### src/rtl/ahb_frame_mapper_if.sv
// Serial-in / AHB-field-out bundle for ahb_frame_mapper.
// slave = mapper side, master = SPI front end plus downstream consumer.
interface ahb_frame_mapper_if #(
    parameter int ADDR_W = 32,
    parameter int DATA_W = 32
);
    logic              data_from_slave;
    logic              bit_valid;
    logic              sof;
    logic              out_ready;
    logic              hwrite;
    logic              hreadyin;
    logic [1:0]        htrans;
    logic [ADDR_W-1:0] haddr;
    logic [DATA_W-1:0] hwdata;
    logic [DATA_W-1:0] prdata;
    logic              out_valid;
    logic              frame_err;
    logic [1:0]        err_code;
    logic              busy;

    modport slave (
        input  data_from_slave, bit_valid, sof, out_ready,
        output hwrite, hreadyin, htrans, haddr, hwdata, prdata,
        output out_valid, frame_err, err_code, busy
    );

    modport master (
        output data_from_slave, bit_valid, sof, out_ready,
        input  hwrite, hreadyin, htrans, haddr, hwdata, prdata,
        input  out_valid, frame_err, err_code, busy
    );
endinterface

### src/rtl/ahb_frame_mapper.sv
// Serial-to-AHB field mapper: sof-aligned MSB-first frame, optional even
// parity, single-entry output buffer with valid/ready and error codes.
module ahb_frame_mapper #(
    parameter int ADDR_W    = 32,
    parameter int DATA_W    = 32,
    parameter int PARITY_EN = 1
) (
    input  logic              clk,
    input  logic              reset_n,
    ahb_frame_mapper_if.slave bus
);
    localparam int FRAME_W   = 4 + ADDR_W + 2 * DATA_W;
    localparam int FRAME_LEN = FRAME_W + PARITY_EN;
    localparam int CNT_W     = $clog2(FRAME_LEN + 1);
    localparam int A_HI      = FRAME_LEN - 5;
    localparam int W_HI      = A_HI - ADDR_W;
    localparam int R_HI      = W_HI - DATA_W;
    localparam logic [CNT_W-1:0] LAST = CNT_W'(FRAME_LEN);

    typedef enum logic [1:0] {
        S_IDLE,
        S_SHIFT,
        S_CHECK
    } state_t;

    state_t                r_state;
    state_t                w_state_nxt;
    logic [FRAME_LEN-1:0]  r_shift;
    logic [FRAME_LEN-1:0]  w_shift_nxt;
    logic [FRAME_LEN-1:0]  w_first;
    logic [CNT_W-1:0]      r_cnt;
    logic [CNT_W-1:0]      w_cnt_nxt;
    logic [CNT_W-1:0]      w_cnt_inc;
    logic                  w_par_bad;
    logic                  w_load;
    logic                  w_err;
    logic [1:0]            w_err_code;

    logic                  r_hwrite;
    logic                  r_hreadyin;
    logic [1:0]            r_htrans;
    logic [ADDR_W-1:0]     r_haddr;
    logic [DATA_W-1:0]     r_hwdata;
    logic [DATA_W-1:0]     r_prdata;
    logic                  r_out_valid;
    logic                  r_frame_err;
    logic [1:0]            r_err_code;
    logic                  r_busy;

    assign w_first   = {{(FRAME_LEN-1){1'b0}}, bus.data_from_slave};
    assign w_cnt_inc = r_cnt + CNT_W'(1);
    assign w_par_bad = (PARITY_EN != 0) && (^r_shift);

    always_ff @(posedge clk or negedge reset_n) begin
        if (!reset_n) begin
            r_state <= S_IDLE;
            r_shift <= '0;
            r_cnt   <= '0;
        end else begin
            r_state <= w_state_nxt;
            r_shift <= w_shift_nxt;
            r_cnt   <= w_cnt_nxt;
        end
    end

    // A sof in CHECK starts the next frame while this one is being judged.
    always_comb begin
        w_state_nxt = r_state;
        w_shift_nxt = r_shift;
        w_cnt_nxt   = r_cnt;
        w_load      = 1'b0;
        w_err       = 1'b0;
        w_err_code  = r_err_code;
        unique case (r_state)
            S_IDLE: begin
                if (bus.bit_valid && bus.sof) begin
                    w_shift_nxt = w_first;
                    w_cnt_nxt   = CNT_W'(1);
                    w_state_nxt = S_SHIFT;
                end
            end
            S_SHIFT: begin
                if (bus.bit_valid && bus.sof) begin
                    w_err       = 1'b1;
                    w_err_code  = 2'b10;
                    w_shift_nxt = w_first;
                    w_cnt_nxt   = CNT_W'(1);
                end else if (bus.bit_valid) begin
                    w_shift_nxt = {r_shift[FRAME_LEN-2:0],
                                   bus.data_from_slave};
                    w_cnt_nxt   = w_cnt_inc;
                    if (w_cnt_inc == LAST) begin
                        w_state_nxt = S_CHECK;
                    end
                end
            end
            S_CHECK: begin
                w_state_nxt = S_IDLE;
                w_cnt_nxt   = '0;
                if (w_par_bad) begin
                    w_err      = 1'b1;
                    w_err_code = 2'b01;
                end else if (r_out_valid && !bus.out_ready) begin
                    w_err      = 1'b1;
                    w_err_code = 2'b11;
                end else begin
                    w_load = 1'b1;
                end
                if (bus.bit_valid && bus.sof) begin
                    w_shift_nxt = w_first;
                    w_cnt_nxt   = CNT_W'(1);
                    w_state_nxt = S_SHIFT;
                end
            end
            default: begin
                w_state_nxt = S_IDLE;
            end
        endcase
    end

    // Fields only move on a load; a plain accept just drops out_valid.
    always_ff @(posedge clk or negedge reset_n) begin
        if (!reset_n) begin
            r_hwrite    <= 1'b0;
            r_hreadyin  <= 1'b0;
            r_htrans    <= 2'b00;
            r_haddr     <= '0;
            r_hwdata    <= '0;
            r_prdata    <= '0;
            r_out_valid <= 1'b0;
        end else if (w_load) begin
            r_hwrite    <= r_shift[FRAME_LEN-1];
            r_hreadyin  <= r_shift[FRAME_LEN-2];
            r_htrans    <= r_shift[FRAME_LEN-3 -: 2];
            r_haddr     <= r_shift[A_HI -: ADDR_W];
            r_hwdata    <= r_shift[W_HI -: DATA_W];
            r_prdata    <= r_shift[R_HI -: DATA_W];
            r_out_valid <= 1'b1;
        end else if (r_out_valid && bus.out_ready) begin
            r_out_valid <= 1'b0;
        end
    end

    always_ff @(posedge clk or negedge reset_n) begin
        if (!reset_n) begin
            r_frame_err <= 1'b0;
            r_err_code  <= 2'b00;
            r_busy      <= 1'b0;
        end else begin
            r_frame_err <= w_err;
            r_err_code  <= w_err_code;
            r_busy      <= (w_state_nxt != S_IDLE);
        end
    end

    assign bus.hwrite    = r_hwrite;
    assign bus.hreadyin  = r_hreadyin;
    assign bus.htrans    = r_htrans;
    assign bus.haddr     = r_haddr;
    assign bus.hwdata    = r_hwdata;
    assign bus.prdata    = r_prdata;
    assign bus.out_valid = r_out_valid;
    assign bus.frame_err = r_frame_err;
    assign bus.err_code  = r_err_code;
    assign bus.busy      = r_busy;
endmodule

### src/flat_wrapper.sv
// flat-port wrapper written by rule: the top's interface ports become plain ports
module ahb_frame_mapper_flat 
#(
    parameter int ADDR_W    = 32,
    parameter int DATA_W    = 32,
    parameter int PARITY_EN = 1
)
  (clk, reset_n, bus_data_from_slave, bus_bit_valid, bus_sof, bus_out_ready, bus_hwrite, bus_hreadyin, bus_htrans, bus_haddr, bus_hwdata, bus_prdata, bus_out_valid, bus_frame_err, bus_err_code, bus_busy);
  ahb_frame_mapper_if #(.ADDR_W(ADDR_W), .DATA_W(DATA_W)) bus_i ();
  input  logic clk;
  input  logic reset_n;
  input wire logic [$bits(bus_i.data_from_slave)-1:0] bus_data_from_slave;
  input wire logic [$bits(bus_i.bit_valid)-1:0] bus_bit_valid;
  input wire logic [$bits(bus_i.sof)-1:0] bus_sof;
  input wire logic [$bits(bus_i.out_ready)-1:0] bus_out_ready;
  output wire logic [$bits(bus_i.hwrite)-1:0] bus_hwrite;
  output wire logic [$bits(bus_i.hreadyin)-1:0] bus_hreadyin;
  output wire logic [$bits(bus_i.htrans)-1:0] bus_htrans;
  output wire logic [$bits(bus_i.haddr)-1:0] bus_haddr;
  output wire logic [$bits(bus_i.hwdata)-1:0] bus_hwdata;
  output wire logic [$bits(bus_i.prdata)-1:0] bus_prdata;
  output wire logic [$bits(bus_i.out_valid)-1:0] bus_out_valid;
  output wire logic [$bits(bus_i.frame_err)-1:0] bus_frame_err;
  output wire logic [$bits(bus_i.err_code)-1:0] bus_err_code;
  output wire logic [$bits(bus_i.busy)-1:0] bus_busy;
  assign bus_i.data_from_slave = bus_data_from_slave;
  assign bus_i.bit_valid = bus_bit_valid;
  assign bus_i.sof = bus_sof;
  assign bus_i.out_ready = bus_out_ready;
  assign bus_hwrite = bus_i.hwrite;
  assign bus_hreadyin = bus_i.hreadyin;
  assign bus_htrans = bus_i.htrans;
  assign bus_haddr = bus_i.haddr;
  assign bus_hwdata = bus_i.hwdata;
  assign bus_prdata = bus_i.prdata;
  assign bus_out_valid = bus_i.out_valid;
  assign bus_frame_err = bus_i.frame_err;
  assign bus_err_code = bus_i.err_code;
  assign bus_busy = bus_i.busy;
  ahb_frame_mapper #(.ADDR_W(ADDR_W), .DATA_W(DATA_W), .PARITY_EN(PARITY_EN)) u_core (.clk(clk), .reset_n(reset_n), .bus(bus_i));
endmodule
### config.mk
export PLATFORM = sky130hd
export DESIGN_NAME = ahb_frame_mapper_flat
export DESIGN_NICKNAME = d
export VERILOG_FILES = /design/src/rtl/ahb_frame_mapper_if.sv /design/src/rtl/ahb_frame_mapper.sv /design/src/flat_wrapper.sv
export SDC_FILE = /design/constraint.sdc
export NUM_CORES = 1
export LEC_CHECK = 0
export BUFFER_PORTS_ARGS = -buffer_cell sky130_fd_sc_hd__buf_2
export CORE_ASPECT_RATIO = 0.5
export CORE_MARGIN = 1.5
export CORE_UTILIZATION = 50
export CTS_BUF_LIST = sky130_fd_sc_hd__clkbuf_8
export CTS_CLUSTER_DIAMETER = 30
export DETAILED_ROUTE_END_ITERATION = 8
export PLACE_DENSITY = 0.7
export SYNTH_ARGS = -nofsm -noshare
export SYNTH_HDL_FRONTEND = slang
export SYNTH_SLANG_ARGS = --single-unit
### constraint.sdc
create_clock -name clk -period 4.15 [get_ports clk]
set_input_delay 0.415 -clock clk [delete_from_list [all_inputs] [get_ports clk]]
set_output_delay 0.415 -clock clk [all_outputs]
set_load 0.1 [all_outputs]
=== After elaboration in Yosys (flattened, before gate mapping) ===
Cells that the tools add are included.

* Bits in registers: 215
* Latch bits: 0
* Bits in writable memories: 0
* Bits in read-only memories: 0
* Logic and storage cells: 65
* Memories kept: 0

* Add/sub/neg operators: 1
* $mul: 0
* Divide/modulo/power cells: 0
* $lt $le $gt $ge: 0
* Equal/unequal tests: 8
* Shifts and indexed selects: 0
* Muxes and demuxes: 28
* Bitwise gates (word level): 0
* Reduce and logical (&&, ||, !) cells: 15

{| class="wikitable"
|+ Operators by type and width
! kind !! number
|-
| 101-bit 2-to-1 mux || 3
|-
| 101-bit one-hot mux with 2 select lines || 1
|-
| 101-bit parity || 1
|-
| 7-bit 2-to-1 mux || 3
|-
| 7-bit one-hot mux with 3 select lines || 1
|-
| 2-bit 2-to-1 mux || 7
|-
| 1-bit 2-to-1 mux || 10
|-
| 3-bit AND reduction || 3
|-
| 2-bit nonzero test || 4
|-
| 7-bit by 1-bit adder with 7-bit output, second input constant || 1
|-
| 7-bit == test, second input constant || 1
|-
| 2-bit by 1-bit inequality test with 1-bit output, second input constant || 3
|-
| 2-bit one-hot mux with 3 select lines || 1
|-
| 2-bit one-hot mux with 2 select lines || 1
|-
| 1-bit logical AND || 3
|-
| 3-bit by 1-bit inequality test with 1-bit output, second input constant || 1
|-
| 3-bit by 2-bit inequality test with 1-bit output, second input constant || 1
|-
| 3-bit nonzero test || 1
|-
| 2-bit by 1-bit == test with 1-bit output, second input constant || 1
|-
| 2-bit == test, second input constant || 1
|-
| 2-bit logical NOT || 1
|-
| 1-bit one-hot mux with 2 select lines || 1
|-
| 2-bit OR reduction || 1
|-
| 1-bit logical NOT || 1
|}

=== Depth between registers and ports, before layout ===
* Depth after elaboration: 7
* Depth in mapped cells: 10
* Depth with buffers taken out: 9

=== Worst setup path before layout ===
No wires, ideal clock.

* Path type: register -> register
* From: register u_core.r_shift[75]
* To: register u_core.r_haddr[0], in the netlist u_core.bus.haddr[0]
* Setup time: 125 ps
* Arrival time: 2360 ps
* Data required time: 4025 ps
* Setup slack: 1665 ps
* Stages on the path, launching flop included: 11
* Buffers on the path: 2
* Cells stage by stage: dfrtp_1 xor2_1 xnor2_1 xnor2_1 xnor2_1 xnor3_1 xnor3_2 nand3_4 buf_12 buf_12 mux2_4

* Word-level cells in the longest chain between the ends: 3

{| class="wikitable"
|+ Ends and longest elaborated chain
! element !! RTL line !! RTL
|-
| start: declaration || ahb_frame_mapper.sv:28 || <nowiki>logic [FRAME_LEN-1:0] r_shift;</nowiki>
|-
| start signal: assignment || ahb_frame_mapper.sv:61 || <nowiki>r_shift <= w_shift_nxt;</nowiki>
|-
| 101-bit parity || ahb_frame_mapper.sv:52 || <nowiki>assign w_par_bad = (PARITY_EN != 0) && (^r_shift);</nowiki>
|-
| 1-bit 2-to-1 mux || ahb_frame_mapper.sv:100 || <nowiki>if (w_par_bad) begin</nowiki>
|-
| 1-bit 2-to-1 mux || ahb_frame_mapper.sv:74 || <nowiki>unique case (r_state)</nowiki>
|-
| end signal: assignment || ahb_frame_mapper.sv:135 || <nowiki>r_haddr <= r_shift[A_HI -: ADDR_W];</nowiki>
|-
| end: declaration || ahb_frame_mapper.sv:42 || <nowiki>logic [ADDR_W-1:0] r_haddr;</nowiki>
|}

Every way passes these cells.
A chain may end at the register's enable or synchronous reset.

=== Worst setup path after layout ===
* From: register u_core.r_shift[19]
* To: register u_core.r_haddr[6], in the netlist u_core.bus.haddr[6]

Same word-level chain as after synthesis.

==> flow_summary_export.csv <==
group,metric,value,unit
placed_design,dp_hpwl,12300,um
setup_path,regToRegStartpoint,"u_core.r_shift[19]",
power_and_ir_drop,pwr-share-clk,0.448,
power_and_ir_drop,p_sw_frac,0.241,
route,wire_per_inst,15.3,um
sta,holdWs,-56.5,ps
setup_path,reg2regPathDepth,9,
power_and_ir_drop,irDropWorstVdd,0.000213,V
layout,seq_area,5380,sq um
setup_path,worst_path_dominant_cell_family,"XOR/XNOR gates",
layout,utilization,0.582,
synth,yosysWarningCount,0,
setup_path,cp_cell_sequence,"xnor2_1 > xnor2_1 > xnor2_1 > xnor2_1 > xnor2_1 > xnor3_2 > nand3_4 > buf_4 > mux2_4",
clocking,clock_latency,500,ps
outcome,status,"finished, violations left",
die,io_pins,111,
setup_path,crit_required,4520,ps
sta,finalCritPeriodShare,0.783,
setup_path,cp-start-kind,"register",
setup_path,cp-endpoint,"u_core.bus.haddr[6]",
outcome,violations,"negative hold slack",
die,die_h,102,um
die,die_area,20600,sq um
setup_path,worstPathArrival,3620,ps
sta,finalHoldViolCount,28,
setup_path,setup.worst_path.start,"u_core.r_shift[19]",
route,vias,6018,
setup_path,slowest_delay,560,ps
synth,syn-num-nets,848,
clocking,postCtsSetupRepairBufs,0,
die,start_util,0.508,
clocking,cts_tree,"yes",
power_and_ir_drop,cellLeakagePower,5.75,nW
layout,fill_cells,1577,
layout,fin_area,11300,sq um
setup_path,crit_buf_inv,1,
sta,setup_violations,0,
route,drt-pass1-iter-count,4,
sta,fin_setup_tns,0,ps
clocking,ctsResizeCount,0,
placed_design,dp_cells,1178,
route,drt_iter0_drc,406,
layout,final_cells,1236,
setup_path,worstPathMaxFanout,23,
layout,syn2layout_area_growth,14.7,%
setup_path,timing.rr.end,"u_core.bus.haddr[6]",
sta,tightest_slew,1100,ps
clocking,cts-hold-fix-buffers,0,
grt,grt_util_all_layers,0.188,
setup_path,r2r_slack,900,ps
clocking,clk_pin_slew,60,ps
layout,layout_common_cells,"dfrtp_1, nand2_1, buf_2",
route,drtAntennaViolNets,0,
synth,synth_area,9860,sq um
clocking,clock-root-buffer,"clkbuf_8",
route,vias_per_cell,4.87,
power_and_ir_drop,seqPwrFrac,0.486,
layout,antenna_cells,0,
grt,antenna_found_initial,0,
setup_path,critPathMostFrequentCell,"xnor2_1",
synth,yosysSeqAreaShare,0.546,
sta,layout_min_cycle_time,3250,ps
synth,ys_seq_elements,215,
flow_run,cap_violations,0,
sta,finalMaxSlewViolations,0,
layout,drive_gt1_frac,0.294,
power_and_ir_drop,intPower,0.00336,W
clocking,numCtsBuffers,35,
layout,multi_input_comb_area,4120,sq um
route,routed_wl,18900,um
clocking,cts_max_level,2,
die,rows,36,
grt,grt-ovfl-total,0,
layout,fin_nets,961,
power_and_ir_drop,p_sw,0.00107,W
clocking,cts.sinks,215,
grt,grt_pass1_vias,6039,
synth,ys.flop_type,"dfrtp_1",
setup_path,cp.depth,9,
clocking,cts_buffer_depth,3,
power_and_ir_drop,power_frac_comb,0.066,
sta,rsz0062_at_grt,"false",
sta,maxSlewHeadroom,0.266,
grt,grt_pass1_wl,31300,um
sta,fmax,308,MHz
placed_design,placed_area,10500,sq um
setup_path,worst_setup_path_end_kind,"register",
die,die_w,202,um
die,core,19400,sq um
setup_path,cp_slowest_cell,"xnor3_2",
synth,synthArstFlopShare,1.00,
synth,syn_inst,836,
placed_design,place.gp.congestion,0.758,
setup_path,worst-setup-path-type,"register to register",
hold_path,hold_class,"primary input to asynchronous set/reset pin",
layout,layout_commonest_cell,"dfrtp_1",
synth,synth_cell_types,36,
synth,avgSynthCellArea,11.8,sq um
placed_design,io_buffers,110,
power_and_ir_drop,p_per_area,391,nW/um^2
synth,synth-edff-count,0,
grt,grt_max_degree,117,
sta,fin_skew,18.8,ps
route,post-route-drc-count,0,
==> power by group through the flow <==
stage | Combinational, W | Clock [W] | Sequential, W
finish | 0.000290 | 0.00198 | 0.00215
global route | 0.000324 | 0.00213 | 0.00215
CTS | 0.000295 | 0.00204 | 0.00215
detailed placement | 0.000295 | 0 | 0.00219
global placement | 0.000289 | 0 | 0.00219
floorplan | 0.000166 | 0 | 0.00222
==> kinds of logic (layout without fill, tap and decap cells) <==
group                      count (synthesis)  count (layout)  synth area share
xor gates and xnor gates                 103             103            0.0952
and+or+nand+nor                          235             235            0.0948
AOI/OAI and AO/OA                        124             124            0.0651
adders and majority gates                  6               6           0.00761
muxes                                    101             101             0.153
buffers and inverters                     52             186            0.0383
DFF                                      215             215             0.546
==> per-layer routing <==
layer	track usage	vias to the layer above	part of all wire
met4	0.0419	0	0.011
li1	-	2987	-
met5	0	-	0
met3	0.0386	26	0.036
met2	0.285	98	0.44
met1	0.279	2907	0.51
==> state kept, by name, summed over array words and instances, names as in the netlist, 2 cells and up <==
register,flops
u_core.bus.haddr,32
u_core.r_cnt,7
u_core.bus.err_code,2
u_core.r_state,2
u_core.bus.prdata,32
u_core.bus.hwdata,32
u_core.bus.htrans,2
u_core.r_shift,101
==> cell type report <==
class,instances,share of cell area
timing repair buffer,121,0.0602
clock inverter,14,0.0139
sequential,215,0.476
inverter,7,0.00232
tap,266,0.0294
multi-input combinational,569,0.365
clock buffer,44,0.0536
==> per-stage QoR <==
step,total power (W),hold WS (ps),worst slack [ps]
2_1_floorplan,0.00238,119,1660
3_3_place_gp,0.00248,491,1010
3_5_place_dp,0.00248,487,930
4_1_cts,0.00448,11.9,910
5_1_grt,0.00461,21.5,772
6_report,0.00442,-56.5,900
==> synth_stat cells, types with 2 or more instances <==
library cell,n,area share
or2_1,2,0.0013
a21oi_1,6,0.0030
nor3_1,3,0.0015
buf_12,11,0.022
nand2_1,211,0.080
inv_1,6,0.0023
xnor2_1,83,0.074
ha_1,6,0.0076
clkbuf_1,27,0.010
buf_1,6,0.0023
nand2b_1,2,0.0013
xor2_1,17,0.015
nand3_1,6,0.0030
a31oi_1,3,0.0019
o22ai_1,3,0.0019
and3_1,2,0.0013
o21ai_0,2,0.0010
dfrtp_1,215,0.55
mux2_4,100,0.15
o21ai_1,106,0.054
nor2_1,4,0.0015
==> worst min path at each step <==
stage	to	slack [ps]	cells past startpoint
floorplan	u_core.bus.busy	120	0
global route	u_core.bus.haddr[26]	20	1
global placement	u_core.bus.hwdata[20]	490	1
CTS	u_core.bus.haddr[26]	10	1
detailed placement	u_core.bus.prdata[3]	490	1
finish	u_core.bus.haddr[26]	-60	1
No activity file was read; power rests on OpenSTA's default activity.
